$ cat src/rtl/ball_pkg.sv
// rtl/ball_pkg.sv - shared constants, FSM states and per-ball constant functions
// Purpose: RGB colour constants, update FSM state enum, and the per-index
//          initial position, speed and colour functions used by ball_multi.
// Ports:   none (package).
package ball_pkg;

  localparam logic [2:0] RGB_BLACK   = 3'b000;
  localparam logic [2:0] RGB_RED     = 3'b001;
  localparam logic [2:0] RGB_GREEN   = 3'b010;
  localparam logic [2:0] RGB_YELLOW  = 3'b011;
  localparam logic [2:0] RGB_BLUE    = 3'b100;
  localparam logic [2:0] RGB_MAGENTA = 3'b101;
  localparam logic [2:0] RGB_CYAN    = 3'b110;
  localparam logic [2:0] RGB_WHITE   = 3'b111;

  typedef enum logic {
    ST_IDLE,
    ST_UPDATE
  } state_e;

  function automatic int ball_init_x(input int k);
    return 16 * k + 16;
  endfunction

  function automatic int ball_init_y(input int k);
    return 12 * k + 12;
  endfunction

  function automatic int ball_spd_x(input int k);
    return (k % 4) + 1;
  endfunction

  function automatic int ball_spd_y(input int k);
    return ((k + 1) % 4) + 1;
  endfunction

  // Colour never 0, so every ball is distinguishable from the background.
  function automatic logic [2:0] ball_colour(input int k);
    return 3'((k % 7) + 1);
  endfunction

endpackage

$ cat src/rtl/ball_axis_step.sv
// rtl/ball_axis_step.sv - one-frame step of a single axis with edge bounce
// Purpose: combinational position/direction update for one axis of one ball.
// Ports:   i_pos, i_dir (0 = +, 1 = -), i_spd, i_lim in;
//          o_pos_next, o_dir_next out.
module ball_axis_step
  import ball_pkg::*;
#(
  parameter int POS_W = 10
) (
  input  logic [POS_W-1:0] i_pos,
  input  logic             i_dir,
  input  logic [POS_W-1:0] i_spd,
  input  logic [POS_W-1:0] i_lim,
  output logic [POS_W-1:0] o_pos_next,
  output logic             o_dir_next
);

  // One extra bit so pos+spd can never wrap past the limit comparison.
  logic [POS_W:0] pos_w, spd_w, lim_w, sum_w;

  assign pos_w = {1'b0, i_pos};
  assign spd_w = {1'b0, i_spd};
  assign lim_w = {1'b0, i_lim};
  assign sum_w = pos_w + spd_w;

  always_comb begin
    o_pos_next = i_pos;
    o_dir_next = i_dir;
    if (!i_dir) begin
      if (sum_w >= lim_w) begin
        o_pos_next = i_lim;
        o_dir_next = 1'b1;
      end else begin
        o_pos_next = sum_w[POS_W-1:0];
      end
    end else begin
      if (pos_w <= spd_w) begin
        o_pos_next = '0;
        o_dir_next = 1'b0;
      end else begin
        o_pos_next = i_pos - i_spd;
      end
    end
  end

endmodule

$ cat src/rtl/ball_multi.sv
// rtl/ball_multi.sv - multi-ball bouncer with registered RGB pixel output
// Purpose: holds NUM_BALLS balls, steps them one per cycle after each vsync
//          rise, and renders the colour of the lowest-index covering ball.
// Ports:   i_clk, i_rst_n (async, active-low), i_vsync, i_freeze, i_visible,
//          i_hpos, i_vpos in; o_rgb (bit0 R, bit1 G, bit2 B), o_busy out.
module ball_multi
  import ball_pkg::*;
#(
  parameter int NUM_BALLS = 4,
  parameter int BALL_SIZE = 4,
  parameter int H_VISIBLE = 640,
  parameter int V_VISIBLE = 480,
  parameter int POS_W     = 10
) (
  input  logic             i_clk,
  input  logic             i_rst_n,
  input  logic             i_vsync,
  input  logic             i_freeze,
  input  logic             i_visible,
  input  logic [POS_W-1:0] i_hpos,
  input  logic [POS_W-1:0] i_vpos,
  output logic [2:0]       o_rgb,
  output logic             o_busy
);

  localparam int PW1   = POS_W + 1;
  localparam int IDX_W = (NUM_BALLS > 1) ? $clog2(NUM_BALLS) : 1;
  localparam logic [POS_W-1:0] LIM_X    = POS_W'(H_VISIBLE - BALL_SIZE);
  localparam logic [POS_W-1:0] LIM_Y    = POS_W'(V_VISIBLE - BALL_SIZE);
  localparam logic [IDX_W-1:0] LAST_IDX = IDX_W'(NUM_BALLS - 1);
  localparam logic [PW1-1:0]   SIZE_W   = PW1'(BALL_SIZE);

  state_e                          state_q, state_d;
  logic [IDX_W-1:0]                idx_q, idx_d;
  logic                            vsync_q;
  logic [2:0]                      rgb_q, rgb_d, hit_rgb;
  logic [NUM_BALLS-1:0][POS_W-1:0] x_q, y_q;
  logic [NUM_BALLS-1:0]            dir_x_q, dir_y_q;

  logic [POS_W-1:0] x_cur, y_cur, spd_x_cur, spd_y_cur, x_nxt, y_nxt;
  logic             dir_x_nxt, dir_y_nxt;

  // The single pair of steppers is time-shared across balls through idx.
  assign x_cur     = x_q[idx_q];
  assign y_cur     = y_q[idx_q];
  assign spd_x_cur = POS_W'(ball_spd_x(int'(idx_q)));
  assign spd_y_cur = POS_W'(ball_spd_y(int'(idx_q)));

  ball_axis_step #(.POS_W(POS_W)) u_step_x (
    .i_pos      (x_cur),
    .i_dir      (dir_x_q[idx_q]),
    .i_spd      (spd_x_cur),
    .i_lim      (LIM_X),
    .o_pos_next (x_nxt),
    .o_dir_next (dir_x_nxt)
  );

  ball_axis_step #(.POS_W(POS_W)) u_step_y (
    .i_pos      (y_cur),
    .i_dir      (dir_y_q[idx_q]),
    .i_spd      (spd_y_cur),
    .i_lim      (LIM_Y),
    .o_pos_next (y_nxt),
    .o_dir_next (dir_y_nxt)
  );

  always_comb begin
    state_d = state_q;
    idx_d   = idx_q;
    case (state_q)
      ST_IDLE: begin
        // Rises arriving while UPDATE runs never reach this branch.
        if (i_vsync && !vsync_q && !i_freeze) begin
          state_d = ST_UPDATE;
          idx_d   = '0;
        end
      end
      ST_UPDATE: begin
        if (idx_q == LAST_IDX) begin
          state_d = ST_IDLE;
        end else begin
          idx_d = idx_q + 1'b1;
        end
      end
      default: state_d = ST_IDLE;
    endcase
  end

  // Scan from the highest index down so the lowest covering index wins.
  always_comb begin
    hit_rgb = RGB_BLACK;
    for (int k = NUM_BALLS - 1; k >= 0; k--) begin
      if (({1'b0, i_hpos} >= {1'b0, x_q[k]}) &&
          ({1'b0, i_hpos} <  ({1'b0, x_q[k]} + SIZE_W)) &&
          ({1'b0, i_vpos} >= {1'b0, y_q[k]}) &&
          ({1'b0, i_vpos} <  ({1'b0, y_q[k]} + SIZE_W))) begin
        hit_rgb = ball_colour(k);
      end
    end
    rgb_d = i_visible ? hit_rgb : RGB_BLACK;
  end

  always_ff @(posedge i_clk or negedge i_rst_n) begin
    if (!i_rst_n) begin
      state_q <= ST_IDLE;
      idx_q   <= '0;
      // Held at 1 so a vsync already high at reset release is not an edge.
      vsync_q <= 1'b1;
      rgb_q   <= RGB_BLACK;
      dir_x_q <= '0;
      dir_y_q <= '0;
      for (int k = 0; k < NUM_BALLS; k++) begin
        x_q[k] <= POS_W'(ball_init_x(k));
        y_q[k] <= POS_W'(ball_init_y(k));
      end
    end else begin
      state_q <= state_d;
      idx_q   <= idx_d;
      vsync_q <= i_vsync;
      rgb_q   <= rgb_d;
      if (state_q == ST_UPDATE) begin
        x_q[idx_q]     <= x_nxt;
        y_q[idx_q]     <= y_nxt;
        dir_x_q[idx_q] <= dir_x_nxt;
        dir_y_q[idx_q] <= dir_y_nxt;
      end
    end
  end

  assign o_rgb  = rgb_q;
  assign o_busy = (state_q == ST_UPDATE);

endmodule

$ cat config.mk
export PLATFORM = sky130hd
export DESIGN_NAME = ball_multi
export DESIGN_NICKNAME = d
export VERILOG_FILES = /design/src/rtl/ball_pkg.sv /design/src/rtl/ball_axis_step.sv /design/src/rtl/ball_multi.sv
export SDC_FILE = /design/constraint.sdc
export NUM_CORES = 1
export LEC_CHECK = 0
export BUFFER_PORTS_ARGS = -buffer_cell sky130_fd_sc_hd__buf_4
export CAP_MARGIN = 30
export CELL_PAD_IN_SITES_DETAIL_PLACEMENT = 1
export CELL_PAD_IN_SITES_GLOBAL_PLACEMENT = 1
export CORE_MARGIN = 8
export CORE_UTILIZATION = 25
export DETAILED_ROUTE_END_ITERATION = 10
export GPL_ROUTABILITY_DRIVEN = 1
export PLACE_DENSITY_LB_ADDON = 0.1
export RECOVER_POWER = 50
export SYNTH_ARGS = -nofsm -noshare
export SYNTH_HDL_FRONTEND = slang
export SYNTH_HIERARCHICAL = 1
export SYNTH_SLANG_ARGS = --single-unit
$ cat constraint.sdc
create_clock -name i_clk -period 5.1 [get_ports i_clk]
set_input_delay 0 -clock i_clk [delete_from_list [all_inputs] [get_ports i_clk]]
set_output_delay 0 -clock i_clk [all_outputs]
set_load 0.1 [all_outputs]
# After elaboration in Yosys (flattened, before gate mapping)

Index checks and enable logic that the tools add are counted.

Bits in registers: 95
Input bits: 25
Output and inout bits: 4
Logic and storage cells: 114

$add $sub $neg: 15
Magnitude comparators: 22
Eq/ne operators: 3
Mux-type cells: 39
Bitwise operators: 2
Reductions and logical operators: 19

Operator list:

| cell                    | number |
|---|---|
| $mux W10                | 9 |
| $add A10 B3 Y11 const B | 8 |
| $lt A10 B11 Y1          | 8 |
| $bwmux W40              | 2 |
| $ge A10 B10 Y1          | 8 |
| $bmux W10 S2            | 2 |
| $demux W10 S2           | 1 |
| $logic_and A1 B1 Y1     | 15 |
| $mux W3                 | 5 |
| $add A10 B10 Y11        | 1 |
| $add A10 B3 Y11         | 1 |
| $ge A11 B10 Y1 const B  | 1 |
| $ge A11 B9 Y1 const B   | 1 |
| $mux W1                 | 11 |
| $le A10 B10 Y1          | 1 |
| $le A10 B3 Y1           | 1 |
| $sub A10 B10 Y10        | 1 |
| $sub A10 B3 Y10         | 1 |
| $bwmux W4               | 2 |
| $add A3 B2 Y4 const B   | 1 |
| $bmux W1 S2             | 2 |
| $mux W2                 | 2 |
| $ne A2 B2 Y1 const B    | 2 |
| $pmux W2 S2             | 1 |
| other kinds (12)        | 13 |

# Logic depth before layout (Yosys ltp)

Gate-level depths: netlist of the first run.

Depth in word-level cells: 10
Depth in mapped cells: 21

# Modules after synthesis

Netlist of the first run, hierarchy kept.

Modules (own cells, without submodules):

| module                    | times used | cells each | area an instance (sq um) |
|---|---|---|---|
| ball_multi                | 1          | 794        | 8,343.0 |
| ball_axis_step (u_step_y) | 1          | 191        | 1,417.6 |
| ball_axis_step (u_step_x) | 1          | 192        | 1,331.3 |

# Worst setup path before layout of the first run

Ideal clock, no wire load.

Path kind: flip-flop to flip-flop
From: register idx_q[0]
To: register y_q[23] (netlist bit)
Arrival time: 4.898 ns
Setup slack: 0.077 ns
Stages on the path, launching flop included: 21
Path buffers: 3
Path through: dfrtp_1 clkbuf_1 clkbuf_1 inv_1 ha_1 xnor2_1 inv_1 fa_1 o21ba_2 o311ai_0 a21oi_1 xnor2_1 ha_1 and4_1 o21ai_0 o2111a_1 nor2_1 o21a_1 buf_6 a221o_1 mux2_2

Elaborated cells between the ends (all ways): 21
Those cells by class: 4 x add/sub; 4 x order compare; 10 x mux; 1 x bitwise; 2 x reduce/logical

RTL lines:

| item                           | line                 | RTL |
|---|---|---|
| start: declaration             | ball_multi.sv:34     | `logic [IDX_W-1:0] idx_q, idx_d;` |
| start signal: assignment       | ball_multi.sv:118    | `idx_q <= idx_d;` |
| $add A2 B1 Y3 *                | ball_pkg.sv:34       | `return ((k + 1) % 4) + 1;` |
| net spd_x_cur[0]               | ball_multi.sv:40     | `logic [POS_W-1:0] x_cur, y_cur, spd_x_cur, spd_y_cur, x_nxt, y_nxt;` |
| $add A3 B2 Y4 *                | ball_pkg.sv:34       |  |
| net spd_y_cur[1]               | ball_multi.sv:40     |  |
| $add A10 B10 Y11               | ball_axis_step.sv:24 | `assign sum_w = pos_w + spd_w;` |
| $ge A11 B9 Y1                  | ball_axis_step.sv:30 | `if (sum_w >= lim_w) begin` |
| $mux W10                       | ball_axis_step.sv:30 |  |
| $mux W10 *                     | ball_axis_step.sv:29 | `if (!i_dir) begin` |
| net y_nxt[3]                   | ball_multi.sv:40     |  |
| $bwmux W40 *                   | ball_multi.sv:123    | `y_q[idx_q] <= y_nxt;` |
| end signal: indexed assignment | ball_multi.sv:114    | `y_q[k] <= POS_W'(ball_init_y(k));` |
| end signal: indexed assignment | ball_multi.sv:123    |  |
| end: declaration               | ball_multi.sv:37     | `logic [NUM_BALLS-1:0][POS_W-1:0] x_q, y_q;` |

Mark *: on every way through the listed nets, which the timed path passes. The rest lies on a longest branch. The select of a mux whose other input is x is not followed.
A chain may end at the register's enable or synchronous reset.

# Worst setup path after layout of the first run

From: register idx_q[1]
To: register y_q[33] (netlist bit)

Elaborated cells between the ends (all ways): 21
Those cells by class: 4 x add/sub; 4 x order compare; 10 x mux; 1 x bitwise; 2 x reduce/logical

RTL lines:

| item                             | line                 | RTL |
|---|---|---|
| $bmux W10 S2 *                   | ball_multi.sv:45     | `assign y_cur = y_q[idx_q];` |
| $mux W10 (implied by the code) * | ball_multi.sv:45     |  |
| net y_cur[6]                     | ball_multi.sv:40     |  |
| $add A10 B10 Y11                 | ball_axis_step.sv:24 |  |
| $ge A11 B9 Y1                    | ball_axis_step.sv:30 |  |
| $mux W10                         | ball_axis_step.sv:30 |  |
| $mux W10 *                       | ball_axis_step.sv:29 |  |
| net y_nxt[3]                     | ball_multi.sv:40     |  |
| $bwmux W40 *                     | ball_multi.sv:123    |  |

Marked as above.

==> key figures, run 1 <==
Logic synthesis
  – Portion of synthesized cell area occupied by the leading cell type: 0.245
  – Fraction of the yosys area taken by sequential cells: 0.216
  – Most common cell in the synthesized netlist: sky130_fd_sc_hd__ha_1
  – Synthesized-area fraction occupied by and/or/nand/nor cells: 0.108
  – Synth Area in XOR/XNOR: 0.0600
  – Largest family of logic cells by synthesized area: adder cells
  – Post-synth ARST share: 1.00
  – Gate Count Post-Synth: 1177
  – Avg Synthesized Cell Area: 9.42 sq um
  – Ys Warns: 6
  – Dominant cells by area after synthesis: sky130_fd_sc_hd__ha_1 (24%), sky130_fd_sc_hd__dfrtp_1 (18%), sky130_fd_sc_hd__mux2_2 (8.9%), sky130_fd_sc_hd__xnor2_1 (5.4%), sky130_fd_sc_hd__inv_1 (5.3%)
  – Netlist area before placement: 11100 sq um
  – Ranking of synthesized cells by instance count: sky130_fd_sc_hd__ha_1 (217), sky130_fd_sc_hd__inv_1 (158), sky130_fd_sc_hd__mux2_2 (88), sky130_fd_sc_hd__dfrtp_1 (81), sky130_fd_sc_hd__xnor2_1 (68)
  – Count of flip-flops with a built-in enable after synthesis: 0
  – Compound-cell area share of the yosys netlist: 0.160
  – Synthesized flop and latch total: 95
  – Cell accounting for the most synthesized area: sky130_fd_sc_hd__ha_1
  – Most frequently used flop master after synthesis: sky130_fd_sc_hd__dfrtp_1
  – Distinct cells, synth: 84
  – Mux cell area share after synthesis: 0.136
  – Synth Area in Adders: 0.252

Timing
  – Worst clock skew: 13.7 ps
  – Final setup violating endpoints: 0
  – Max Slew Vio Count: 41
  – Worst slew margin relative to its limit: -0.548
  – Maximum clock frequency: 0.210 GHz
  – Actual transition at the worst max-transition pin: 2320 ps
  – Total Neg Setup Slack: 0 ps
  – Final Critical Period: 4770 ps
  – Final critical-path share of the clock period: 0.935
  – Hold violation total from the final report: 0
  – RSZ-0062 raised after global routing: false

Global route
  – Global-route wire length before repair: 55200 um
  – Global route total overflow: 0
  – Total track usage: 0.140
  – Pin count of the biggest net entering global routing: 57
  – Initial antenna violation count: 0
  – Via count of the first global-routing pass: 9159

Worst setup path
  – Launch instance of the worst register-to-register path: idx_q[1]$_DFFE_PN0P_
  – Most repeated library cell on the critical path: sky130_fd_sc_hd__nor2_1
  – Register-to-register path setup slack: 330 ps
  – Worst setup SP type: flip-flop
  – CP required: 5340 ps
  – Critical Path Slowest Stage Cell: sky130_fd_sc_hd__mux4_2
  – Maximum fanout along the worst path: 25
  – End of the worst register-to-register path: y_q[33]$_DFFE_PN0P_
  – Ordered list of cells on the worst path: buf_12 > mux4_2 > ha_1 > nor2_1 > a221oi_1 > nor2_1 > xnor2_1 > ha_1 > o21a_1 > o21ai_0 > and2_1 > nor2_1 > o21a_1 > a221o_1 > mux2_2
  – Peak per-stage delay on the critical path: 610 ps
  – Register-to-Register Path Depth: 15
  – Arrival time at the worst endpoint: 5010 ps
  – Crit path capture type: flip-flop
  – Kind of critical path: reg -> reg

Floorplanning
  – Width of the die: 227 um
  – Die footprint: 51400 sq um
  – Die Y: 227 um
  – Area of the placeable core: 44000 sq um
  – Count of pins on the block boundary: 29
  – Starting density of the core: 0.252
  – Number of rows in the core area: 77

Clock network
  – Number of H-tree branching levels: 3
  – Later-pin clock latency in the skew report: 360 ps
  – # clock sinks: 95
  – Root Buffer: sky130_fd_sc_hd__clkbuf_16
  – Maximum count of clock buffers along a single path: 2
  – TritonCTS clock tree: done
  – Clock transition at the registers of the reported paths: 80 ps
  – CTS Buf Count: 9

Route
  – Vias post-DR: 8771
  – Post-detailed-route DRC marker count: 0
  – Wirelength, routed: 34900 um
  – WL per Instance: 18.5 um
  – Via density per instance: 4.66
  – Initial DRC count: 226
  – Router iterations before antenna repair: 4
  – Antenna-violating nets left: 0

Flow run
  – Number of max-cap violations: 1

Hold path
  – Min-Delay Endpoint: o_rgb[2]$_DFF_PN0_
  – Classification of the worst-slack hold path: in -> reg
  – Cell depth of the worst min-delay path: 5
  – Startpoint of the lowest-slack hold path: i_hpos[8]

Cells and area
  – Net count of the finished layout: 1533
  – Area added between synthesis and finish: 14.6%
  – Ant. Diodes: 0
  – Fraction of final layout cells sized beyond drive strength 1: 0.171

Placement
  – PortBufs: 28
  – Final RePlAce weighted congestion: 0.785
  – Detailed placement HPWL: 29200 um

Run status
  – Result of the run: finished with violations
  – Failing checks: max-capacitance violations, max-slew violations
## worst max-delay path, delay by kind of cell (launching register included)
kind / cells / cell delay [ps]
AO/OA/AOI/OAI: 5 / 1690
multiplexers: 2 / 890
buffers and inverters: 1 / 230
XOR/XNOR: 1 / 210
adder cells (fa/ha/maj): 2 / 760
flip-flops: 1 / 390
AND/OR/NAND/NOR: 4 / 460
## final cells by class
class                           count  area (sq um)
Multi-Input combinational cell    958          8200
Clock buffer                       10           239
Timing Repair Buffer               60           455
Fill cell                        5122         31300
Tap cell                          592           741
Inverter                          163           612
Sequential cell                    95          2390
Clock inverter                      6          68.8
## state kept, by name (all words and copies together), names as in the netlist
signal,count
x_q,40
o_busy,1
o_rgb,3
idx_q,2
vsync_q,1
y_q,40
dir_y_q,4
dir_x_q,4
## per-stage QoR
stage                     std cells  worst slack (ps)  hold WS [ps]  area [sq um]  utilization
after floorplan                1242              77.0          -296         11300            -
after global placement         1864               325          44.5         12400        0.281
after detailed placement       1864               279          38.3         12400        0.281
after CTS                      1884               255           172         12700        0.289
after global routing           1884              19.0           260         12700        0.289
final                          1884               332           210         12700        0.289
## cell usage in the layout (no fill, tap or decap), types with 10 or more instances in the layout
cell / Yosys / layout
sky130_fd_sc_hd__a211oi_1: 12 / 12
sky130_fd_sc_hd__inv_1: 158 / 158
sky130_fd_sc_hd__dfstp_2: 14 / 14
sky130_fd_sc_hd__nand2_1: 36 / 36
sky130_fd_sc_hd__nand3_1: 37 / 37
sky130_fd_sc_hd__xnor2_1: 68 / 68
sky130_fd_sc_hd__mux2_2: 88 / 88
sky130_fd_sc_hd__a21o_1: 29 / 29
sky130_fd_sc_hd__o21a_1: 14 / 14
sky130_fd_sc_hd__nand2b_1: 21 / 21
sky130_fd_sc_hd__buf_4: 3 / 47
sky130_fd_sc_hd__ha_1: 217 / 217
sky130_fd_sc_hd__a21oi_1: 60 / 60
sky130_fd_sc_hd__o21ai_0: 37 / 37
sky130_fd_sc_hd__nand4_1: 17 / 17
sky130_fd_sc_hd__nor3_1: 21 / 21
sky130_fd_sc_hd__nor2_1: 56 / 56
sky130_fd_sc_hd__a221o_1: 16 / 16
sky130_fd_sc_hd__mux4_2: 22 / 22
sky130_fd_sc_hd__nor2b_1: 10 / 10
sky130_fd_sc_hd__dfrtp_1: 81 / 81
sky130_fd_sc_hd__conb_1: 2 / 67
## cells by family (layout without fill, tap and decap cells)
kind of cell,after synthesis,in the layout
AND/OR/NAND/NOR,231,231
flip-flops,95,95
multiplexers,112,112
XOR/XNOR,76,76
other,2,67
AO/OA/AOI/OAI,251,251
adder cells (fa/ha/maj),221,221
buffers and inverters,189,239
## routing by layer
layer	vias up	GRT usage	share of wire
li1	4405	-	-
met1	4302	0.183	0.48
met2	41	0.244	0.49
met3	23	0.0184	0.014
met4	0	0.0277	0.015
met5	-	0	0
## worst max path at each step
stage                     endpoint            startpoint  depth (start not counted)
2_1_floorplan  y_q[23]$_DFFE_PN0P_  idx_q[0]$_DFFE_PN0P_                         20
3_3_place_gp   x_q[33]$_DFFE_PN0P_  idx_q[0]$_DFFE_PN0P_                         17
3_5_place_dp   x_q[13]$_DFFE_PN0P_  idx_q[0]$_DFFE_PN0P_                         17
4_1_cts        x_q[13]$_DFFE_PN0P_  idx_q[0]$_DFFE_PN0P_                         17
5_1_grt        x_q[23]$_DFFE_PN0P_  idx_q[0]$_DFFE_PN0P_                         17
6_report       y_q[33]$_DFFE_PN0P_  idx_q[1]$_DFFE_PN0P_                         15
## timing repair
action | 4_1_cts | 5_1_grt
endpoints found under the hold margin | 41 | 0
hold buffers | 4 | 0
setup buffers | 0 | 0
resized for setup | 0 | 1
setup endpoints to repair | 0 | 20
Power of run 1 is left out: the tool's default activity adds up to more than one toggle a clock period on the data nets, which glitch-free logic cannot reach.
==> run 2, diff against run 1 <==
CTS_BUF_LIST = sky130_fd_sc_hd__clkbuf_8   (was default)
GPL_TIMING_DRIVEN = 0   (was default)
==> run 2 against run 1 <==
Compared with the run above:
- the run still ends with max-capacitance violations, max-slew violations left
- wire length rose by 2.6%
- sequential share of layout area fell by 0.19 points
- worst hold slack got worse by 49 ps
- first-iteration DRC count rose by 31%
- global-route usage rose by 0.50 points
- clock skew rose by 5.5 ps
- core utilization rose by 0.32 points
- cell area rose by 1.1%
- critical path type unchanged
==> key figures, run 2 (synthesis results as in run 1) <==
Cells and area
  – Ant. Diodes: 0 (unchanged)
  – Net count of the finished layout: 1539 (+0.39%)
  – Largest registers ranked by flip-flop count: x_q: 40 flops, y_q: 40 flops
  – Utilization of the core after routing: 0.292 (+0.00315)
  – Commonest non-fill, non-tap cell in the layout: sky130_fd_sc_hd__ha_1
  – Area used by multi-input combinational logic: 8310 sq um (+1.4%)
  – Most frequent cells in the layout: sky130_fd_sc_hd__ha_1 (216), sky130_fd_sc_hd__inv_1 (156), sky130_fd_sc_hd__mux2_2 (88)
  – Fraction of final layout cells sized beyond drive strength 1: 0.182 (+0.0108)
  – Area taken by flip-flops and latches: 2400 sq um (about the same)
  – Area added between synthesis and finish: 15.8%
  – Post-route design area: 12800 sq um (+1.1%)
  – Filler cell count in the final layout: 5147 (+0.49%)

Global route
  – Global-route wire length before repair: 57200 um (+3.5%)
  – Total track usage: 0.145 (+0.00501)
  – Via count of the first global-routing pass: 9606 (+4.9%)
  – Pin count of the biggest net entering global routing: 49 (-14%)
  – Initial antenna violation count: 0 (unchanged)
  – Global route total overflow: 0 (unchanged)

Worst setup path
  – Register-to-Register Path Depth: 21 (+6)
  – Worst setup SP type: flip-flop
  – Launch instance of the worst register-to-register path: idx_q[1]$_DFFE_PN0P_
  – Register-to-register path setup slack: 260 ps (-70 ps)
  – CP required: 5390 ps (+50 ps)
  – End of the worst register-to-register path: y_q[32]$_DFFE_PN0P_
  – Crit path capture type: flip-flop
  – Most repeated library cell on the critical path: sky130_fd_sc_hd__ha_1
  – Kind of critical path: reg -> reg
  – Peak per-stage delay on the critical path: 460 ps (-150 ps)
  – Delay-heaviest family, CP: compound AO/OA/AOI/OAI gates
  – Ordered list of cells on the worst path: buf_8 > buf_12 > inv_1 > ha_4 > xnor2_4 > inv_2 > ha_1 > nand2b_1 > a221oi_2 > nor2_1 > o21ai_1 > xnor2_1 > ha_1 > and4_1 > o21ai_0 > o2111a_1 > nor2_2 > o21a_1 > buf_6 > a221o_1 > mux2_2
  – Arrival time at the worst endpoint: 5130 ps (+120 ps)
  – Critical Path Slowest Stage Cell: sky130_fd_sc_hd__a221o_1
  – Maximum fanout along the worst path: 10 (-60%)
  – Sum of buffers and inverters on the critical path: 5 (+4)

Floorplanning
  – Number of rows in the core area: 77 (unchanged)
  – Width of the die: 227 um (unchanged)
  – Count of pins on the block boundary: 29 (unchanged)
  – Die Y: 227 um (unchanged)
  – Starting density of the core: 0.252 (unchanged)
  – Die footprint: 51400 sq um (unchanged)
  – Area of the placeable core: 44000 sq um (unchanged)

Timing
  – Final Critical Period: 4840 ps (+71.6 ps)
  – Worst slew margin relative to its limit: -0.941 (-0.393)
  – Final critical-path share of the clock period: 0.949 (+0.0140)
  – RSZ-0062 raised after global routing: false
  – Final setup violating endpoints: 0 (unchanged)
  – Hold violation total from the final report: 0 (unchanged)
  – Maximum clock frequency: 0.207 GHz (-1.5%)
  – Worst clock skew: 19.2 ps (+5.53 ps)
  – Max Slew Vio Count: 48 (+17%)
  – Actual transition at the worst max-transition pin: 2910 ps (+590 ps)

Route
  – Initial DRC count: 297 (+31%)
  – Vias post-DR: 8778 (+0.080%)
  – Post-detailed-route DRC marker count: 0 (unchanged)
  – Router iterations before antenna repair: 4 (unchanged)
  – Antenna-violating nets left: 0 (unchanged)
  – WL per Instance: 19.0 um (+2.3%)
  – Wirelength, routed: 35800 um (+2.6%)
  – Via density per instance: 4.64 (-0.24%)

Clock network
  – Later-pin clock latency in the skew report: 410 ps (+50 ps)
  – CTS Buf Count: 9 (unchanged)
  – Root Buffer: sky130_fd_sc_hd__clkbuf_8
  – Clock transition at the registers of the reported paths: 110 ps (+30 ps)
  – Maximum count of clock buffers along a single path: 2 (unchanged)
  – # clock sinks: 95 (unchanged)
  – Number of H-tree branching levels: 3 (unchanged)
  – TritonCTS clock tree: done

Hold path
  – Startpoint of the lowest-slack hold path: i_hpos[8]
  – Min-Delay Endpoint: o_rgb[2]$_DFF_PN0_
  – Classification of the worst-slack hold path: in -> reg
  – Cell depth of the worst min-delay path: 5 (unchanged)

Placement
  – Placed cell area: 12300 sq um (-0.51%)
  – PortBufs: 28 (unchanged)
  – Final RePlAce weighted congestion: 0.759 (-3.3%)
  – Detailed placement HPWL: 29700 um (+1.8%)

Run status
  – Result of the run: finished with violations
  – Failing checks: max-capacitance violations, max-slew violations

Flow run
  – Number of max-cap violations: 1 (unchanged)
## run 2: cell count changes in the layout (fill, tap and decap cells not counted), sizes merged
cell	delta
clkinv	-1
clkinvlp	-1
buf	+8
clkbuf	-3
inv	+1
bufinv	+2
## run 2: worst reg2reg max path, cell delays in order, from the launching register on
cell,delay [ps]
sky130_fd_sc_hd__dfrtp_1,410
sky130_fd_sc_hd__buf_8,160
sky130_fd_sc_hd__buf_12,160
sky130_fd_sc_hd__inv_1,150
sky130_fd_sc_hd__ha_4,250
sky130_fd_sc_hd__xnor2_4,240
sky130_fd_sc_hd__inv_2,100
sky130_fd_sc_hd__ha_1,320
sky130_fd_sc_hd__nand2b_1,190
sky130_fd_sc_hd__a221oi_2,310
sky130_fd_sc_hd__nor2_1,70
sky130_fd_sc_hd__o21ai_1,160
sky130_fd_sc_hd__xnor2_1,180
sky130_fd_sc_hd__ha_1,290
sky130_fd_sc_hd__and4_1,180
sky130_fd_sc_hd__o21ai_0,90
sky130_fd_sc_hd__o2111a_1,270
sky130_fd_sc_hd__nor2_2,80
sky130_fd_sc_hd__o21a_1,200
sky130_fd_sc_hd__buf_6,150
sky130_fd_sc_hd__a221o_1,460
sky130_fd_sc_hd__mux2_2,300
## run 2: layer usage
| metal | GRT usage | up-vias | wire (um) |
|---|---|---|---|
| met5 | 0 | - | 0 |
| met3 | 0.0207 | 35 | 666 |
| li1 | - | 4404 | - |
| met4 | 0.0329 | 0 | 627 |
| met2 | 0.253 | 66 | 17600 |
| met1 | 0.187 | 4273 | 16900 |
## run 2: metrics by stage
stage	instances	worst slack [ps]	hold slack (ps)	TNS, ps
2_1_floorplan	1242	77.0	-296	0
3_3_place_gp	1862	-1960	122	-138280
3_5_place_dp	1863	-1940	90.5	-133010
4_1_cts	1886	40.3	132	0
5_1_grt	1890	9.23	175	0
6_report	1890	260	160	0
## run 2: how the worst max path moves through the flow
| stage | start | to | slack (ps) | cells past startpoint |
|---|---|---|---|---|
| floorplan | idx_q[0]$_DFFE_PN0P_ | y_q[23]$_DFFE_PN0P_ | 80 | 20 |
| global placement | idx_q[0]$_DFFE_PN0P_ | y_q[12]$_DFFE_PN0P_ | -1960 | 19 |
| detailed placement | idx_q[0]$_DFFE_PN0P_ | y_q[5]$_DFFE_PN0P_ | -1940 | 19 |
| CTS | idx_q[0]$_DFFE_PN0P_ | y_q[24]$_DFFE_PN0P_ | 40 | 20 |
| global route | idx_q[0]$_DFFE_PN0P_ | x_q[26]$_DFFE_PN0P_ | 9 | 17 |
| finish | idx_q[1]$_DFFE_PN0P_ | y_q[32]$_DFFE_PN0P_ | 260 | 21 |
## run 2: final cells by class
class,count,share of cell area
Buffer,26,0.0162
Multi-Input combinational cell,958,0.647
Clock inverter,7,0.00984
Sequential cell,95,0.187
Clock buffer,9,0.00964
Inverter,163,0.0479
Tap cell,592,0.0577
Timing Repair Buffer,40,0.0254
## run 2: what timing repair did
item	in CTS	in global routing
resized for setup	26	20
pin swaps	2	12
setup buffers	3	4
hold buffers	4	0
endpoints found under the hold margin	49	0
endpoints found under the setup margin	88	75
Power of run 2 is left out for the same reason.
